## src/rtl/ascon128_decrypt_2blocks.sv

```systemverilog
// Ascon-128 authenticated decryption for one full AD block and one full
// ciphertext block, one permutation round per clock.
module ascon128_decrypt_2blocks #(
  parameter logic [63:0] IV = 64'h80400c0600000000
) (
  input  logic         CLK,
  input  logic         RST,
  input  logic         START,
  input  logic [127:0] SK,
  input  logic [127:0] N,
  input  logic [63:0]  A,
  input  logic [63:0]  C,
  input  logic [127:0] T,
  output logic [63:0]  P,
  output logic         BUSY,
  output logic         VALID,
  output logic         TAG_OK
);

  typedef enum logic [2:0] {IDLE, INIT, AD, PAD_AD, CT, FINAL, DONE} state_t;

  localparam logic [63:0] PAD = 64'h8000000000000000;

  state_t        state, state_nx;
  logic [3:0]    rnd, rnd_nx;
  logic [319:0]  s, s_nx, r;
  logic [127:0]  key_q, key_nx, t_q, t_nx, tag;
  logic [63:0]   a_q, a_nx, c_q, c_nx, pint, pint_nx, p_nx;
  logic          busy_nx, valid_nx, tagok_nx, match;

  // s = {x0,x1,x2,x3,x4}; the round constant for index i is {~i,i}
  function automatic logic [319:0] ascon_round(input logic [319:0] st, input logic [3:0] i);
    logic [63:0] a0, a1, a2, a3, a4, t0, t1, t2, t3, t4;
    {a0, a1, a2, a3, a4} = st;
    a2 = a2 ^ {56'h0, ~i, i};
    a0 = a0 ^ a4;
    a4 = a4 ^ a3;
    a2 = a2 ^ a1;
    t0 = ~a0 & a1;
    t1 = ~a1 & a2;
    t2 = ~a2 & a3;
    t3 = ~a3 & a4;
    t4 = ~a4 & a0;
    a0 = a0 ^ t1;
    a1 = a1 ^ t2;
    a2 = a2 ^ t3;
    a3 = a3 ^ t4;
    a4 = a4 ^ t0;
    a1 = a1 ^ a0;
    a0 = a0 ^ a4;
    a3 = a3 ^ a2;
    a2 = ~a2;
    a0 = a0 ^ {a0[18:0], a0[63:19]} ^ {a0[27:0], a0[63:28]};
    a1 = a1 ^ {a1[60:0], a1[63:61]} ^ {a1[38:0], a1[63:39]};
    a2 = a2 ^ {a2[0],    a2[63:1]}  ^ {a2[5:0],  a2[63:6]};
    a3 = a3 ^ {a3[9:0],  a3[63:10]} ^ {a3[16:0], a3[63:17]};
    a4 = a4 ^ {a4[6:0],  a4[63:7]}  ^ {a4[40:0], a4[63:41]};
    return {a0, a1, a2, a3, a4};
  endfunction

  always_ff @(posedge CLK or negedge RST) begin
    if (!RST) begin
      state  <= IDLE;
      rnd    <= '0;
      s      <= '0;
      key_q  <= '0;
      a_q    <= '0;
      c_q    <= '0;
      t_q    <= '0;
      pint   <= '0;
      P      <= '0;
      BUSY   <= 1'b0;
      VALID  <= 1'b0;
      TAG_OK <= 1'b0;
    end else begin
      state  <= state_nx;
      rnd    <= rnd_nx;
      s      <= s_nx;
      key_q  <= key_nx;
      a_q    <= a_nx;
      c_q    <= c_nx;
      t_q    <= t_nx;
      pint   <= pint_nx;
      P      <= p_nx;
      BUSY   <= busy_nx;
      VALID  <= valid_nx;
      TAG_OK <= tagok_nx;
    end
  end

  // Every phase counts its round index up to 11; p6 phases start at 6
  always_comb begin
    state_nx = state;
    rnd_nx   = rnd;
    s_nx     = s;
    key_nx   = key_q;
    a_nx     = a_q;
    c_nx     = c_q;
    t_nx     = t_q;
    pint_nx  = pint;
    p_nx     = P;
    busy_nx  = BUSY;
    valid_nx = 1'b0;
    tagok_nx = TAG_OK;
    r        = ascon_round(s, rnd);
    tag      = r[127:0] ^ key_q;
    match    = (tag == t_q);
    case (state)
      IDLE: begin
        if (START) begin
          key_nx   = SK;
          a_nx     = A;
          c_nx     = C;
          t_nx     = T;
          s_nx     = {IV, SK, N};
          rnd_nx   = 4'd0;
          p_nx     = '0;
          tagok_nx = 1'b0;
          busy_nx  = 1'b1;
          state_nx = INIT;
        end
      end
      INIT, AD, PAD_AD, CT, FINAL: begin
        s_nx   = r;
        rnd_nx = rnd + 4'd1;
        if (rnd == 4'd11) begin
          rnd_nx = 4'd6;
          case (state)
            INIT: begin
              s_nx[127:0]   = r[127:0] ^ key_q;
              s_nx[319:256] = r[319:256] ^ a_q;
              state_nx      = AD;
            end
            AD: begin
              s_nx[319:256] = r[319:256] ^ PAD;
              state_nx      = PAD_AD;
            end
            PAD_AD: begin
              s_nx[0]       = ~r[0];
              pint_nx       = r[319:256] ^ c_q;
              s_nx[319:256] = c_q;
              state_nx      = CT;
            end
            CT: begin
              s_nx[319:256] = r[319:256] ^ PAD;
              s_nx[255:128] = r[255:128] ^ key_q;
              rnd_nx        = 4'd0;
              state_nx      = FINAL;
            end
            default: begin
              tagok_nx = match;
              p_nx     = match ? pint : 64'h0;
              state_nx = DONE;
            end
          endcase
        end
      end
      DONE: begin
        valid_nx = 1'b1;
        busy_nx  = 1'b0;
        state_nx = IDLE;
      end
      default: state_nx = IDLE;
    endcase
  end

endmodule

```

## config.mk

```make
export PLATFORM = sky130hd
export DESIGN_NAME = ascon128_decrypt_2blocks
export DESIGN_NICKNAME = d
export VERILOG_FILES = /design/src/rtl/ascon128_decrypt_2blocks.sv
export SDC_FILE = /design/constraint.sdc
export NUM_CORES = 2
export LEC_CHECK = 0
export ABC_CLOCK_PERIOD_IN_PS = 4550
export CAP_MARGIN = 25
export CORE_ASPECT_RATIO = 1.4
export CORE_MARGIN = 2
export CORE_UTILIZATION = 30
export CTS_CLUSTER_SIZE = 25
export DETAILED_ROUTE_END_ITERATION = 10
export GPL_TIMING_DRIVEN = 0
export MAX_ROUTING_LAYER = met4
export SYNTH_ARGS = -nofsm -noshare
export SYNTH_HDL_FRONTEND = slang
export SYNTH_SLANG_ARGS = --single-unit
export TNS_END_PERCENT = 30
```

## constraint.sdc

```tcl
create_clock -name CLK -period 4.55 [get_ports CLK]
set_input_delay 1.1375 -clock CLK [delete_from_list [all_inputs] [get_ports CLK]]
set_output_delay 1.1375 -clock CLK [all_outputs]
set_load 0.01 [all_outputs]
```

==> flow_summary.json <==
{
  "status": "finished with violations",
  "violations": "setup timing",
  "place_hpwl_mm": 380,
  "reg2reg_depth": 14,
  "chipHeight_um": 526,
  "clk_pin_slew_ns": 0.07,
  "grt_pass1_wl_mm": 568,
  "period_minus_slack_ns": 5.43,
  "startpoint_type": "register",
  "cts_tree": "done",
  "vias": 58200,
  "drt_iter0_drc": 6456,
  "grt_pass1_vias": 56800,
  "relSlewSlack_pct": 16.2,
  "cts_sinks": 842,
  "syn_to_final_growth_pct": 33.6,
  "wl_mm": 445,
  "setup_ws_ns": -0.879,
  "antenna_found_initial": 46,
  "hold_class": "input port to asynchronous set/reset pin",
  "grt_max_degree": 117,
  "fillerInstances": 19700,
  "htreeDepth": 3,
  "fin_skew_ns": 0.0353,
  "io_pins": 582,
  "antenna_left": 0,
  "placementRows": 191,
  "critPathCaptureType": "register",
  "synth.distinct_cells": 88,
  "synth_top_flop_cell": "dfrtp_1",
  "holdWs_ns": 0.254,
  "postSynth.asyncResetShare_pct": 100,
  "wire_per_inst_um": 42.7,
  "slew_viol_final": 0,
  "clockBufferDepth": 3,
  "reg2reg_slack_ns": -0.88,
  "ys_warn_count": 0,
  "start_util_pct": 30.1,
  "synth_fp_nets": 7491,
  "yosys.area.top_type": "dfrtp_1",
  "worst-path-max-fanout": 6,
  "regArea_um2": 21100,
  "syn_avg_cell_area_um2": 8.51,
  "critPathKind": "register to register",
  "core_area_um2": 193000,
  "hold_viol": 0,
  "startpoint": "s[97]",
  "drc": 0,
  "multi_input_area_um2": 37800,
  "arrival_ns": 6.11,
  "syn_area_um2": 58300,
  "cts_root_buf": "clkbuf_16",
  "timing.rr.start": "s[97]",
  "synthTopCellsByArea": "dfrtp_1 (36%), xnor2_1 (14%), nand2_1 (13%), xor2_1 (6.5%), xnor3_1 (3.1%)",
  "grtUsageTotal_pct": 45.5,
  "die_area_um2": 198000,
  "synth_seq_area_share_pct": 36.1,
  "drive_gt1_share_pct": 12.1,
  "vias_per_cell": 5.57,
  "finalSetupViolCount": 84,
  "critPathRequiredTime_ns": 5.23,
  "synth-edff-count": 0,
  "cts_hold_buf": 0,
  "grt_overflow_total": 0,
  "synthCells": 6847,
  "die_width_um": 377,
  "maxCapViolCount": 0,
  "drtPass1Iterations": 6,
  "tightest_slew_ns": 1.25,
  "worstSkewPairLatency_ns": 0.78,
  "gp_congestion": 1.08,
  "clock.fmax_mhz": 184,
  "ys_ff_latch": 842,
  "cts_made_buffers": 96,
  "nets": 8468,
  "numPortBuffers": 581,
  "grt_setup_unrepaired": "yes",
  "fin_crit_sh_pct": 119,
  "r2r-end": "P[54]",
  "synth_top_area_share_pct": 36.1
}
==> area by class of cell <==
cell class | instances | share of cell area, %
plain buffers | 345 | 1.95
well taps | 2509 | 4.03
inverters | 293 | 1.41
multi-input cells | 5361 | 48.6
clock inverters | 58 | 0.914
flip-flops and latches | 842 | 27.1
repair buffers | 885 | 12.6
diodes | 29 | 0.0932
clock buffers | 121 | 3.41
==> worst max path at each step <==
| stage | cells past startpoint | to |
|---|---|---|
| CTS | 16 | P[57] |
| detailed placement | 15 | P[12] |
| global placement | 1 | key_q[4] |
| floorplan | 14 | P[10] |
| finish | 14 | P[54] |
| global route | 14 | P[54] |
==> synth_stat cells (16+ instances only) <==
cell type and instances:
and3_1 35, nor3_1 57, nor3b_1 27, dfrtp_1 842
o221ai_1 77, nand3b_1 23, nor2_1 315, mux2i_1 24
o21ai_0 300, a221oi_1 60, nand4_1 88, clkbuf_1 312
nand3_1 84, xor2_1 433, o22ai_1 18, a31oi_1 128
xnor3_1 81, o31ai_1 18, and2_1 16, buf_1 24
o211ai_1 41, maj3_1 61, nand2_1 1966, nor4_1 27
a32oi_1 16, nand2b_1 17, a21oi_1 90, o31ai_2 50
ha_1 129, xnor2_1 942, inv_1 288
==> metrics by stage <==
step,cell area [µm²],TNS (ns),setup WS (ns),utilization [%],cells
after floorplan,58300,0,0.583,-,6847
after global placement,67200,-,-39.42,34.8,9937
after detailed placement,71600,-287.90,-4.20,37.0,10200
after CTS,77000,-44.09,-0.713,39.8,10400
after global routing,77900,-44.14,-0.714,40.3,10400
final,77900,-54.74,-0.879,40.3,10400
==> per-layer routing <==
metal	wire length [µm]	track usage, %	part of all wire, %
met3	29800	7.74	6.7
met4	51000	40.8	11
met2	203000	70.7	45
met1	162000	50.0	36
met5	0	-	0
==> timing repair <==
action	4_1_cts	5_1_grt
gates cloned	6	1
setup buffers	37	5
pin swaps	83	14
resized for setup	263	93
setup endpoints to repair	122	130
==> critical path: stages, from the launching register on <==
cell,delay [ns]
dfrtp_1,0.51
inv_1,0.08
ha_1,0.30
nor3_1,0.52
nor2_1,0.33
xnor2_1,0.86
nor4b_1,0.10
nor4_1,0.68
nand3_1,0.40
nor4b_4,0.54
nand4_1,0.21
buf_12,0.23
clkbuf_16,0.21
buf_12,0.15
o31ai_4,0.21
==> cell families after synthesis <==
kind of cell | count (synthesis) | synth area share [%]
flip-flops | 842 | 36.1
AO/OA/AOI/OAI | 909 | 10.7
XOR/XNOR | 1486 | 24.8
adder cells (fa/ha/maj) | 192 | 3.86
AND/OR/NAND/NOR | 2745 | 19.7
buffers and inverters | 644 | 4.24
multiplexers | 29 | 0.509
==> registers in the layout, summed over array words and instances, names as in the netlist <==
signal  count
c_q        64
key_q     128
state       3
a_q        64
s         320
P          64
t_q       128
TAG_OK      1
rnd         4
pint       64
VALID       1
BUSY        1
==> cell usage in the layout (no fill, tap or decap), types with 88 or more instances in the layout <==
master              n
clkbuf_16          99
dfrtp_1           830
o21ai_0           294
ha_1              126
buf_8             114
xnor2_2           147
xor2_1            377
a21oi_1            89
inv_1             288
nand2_1          1965
buf_4             112
nor2_1            309
a31oi_1           127
clkdlybuf4s50_1   580
clkbuf_1          271
nand4_1            88
xnor2_1           778
Power is not shown: default switching activity piles up to over one toggle a cycle in this logic, so the estimate is an artifact.
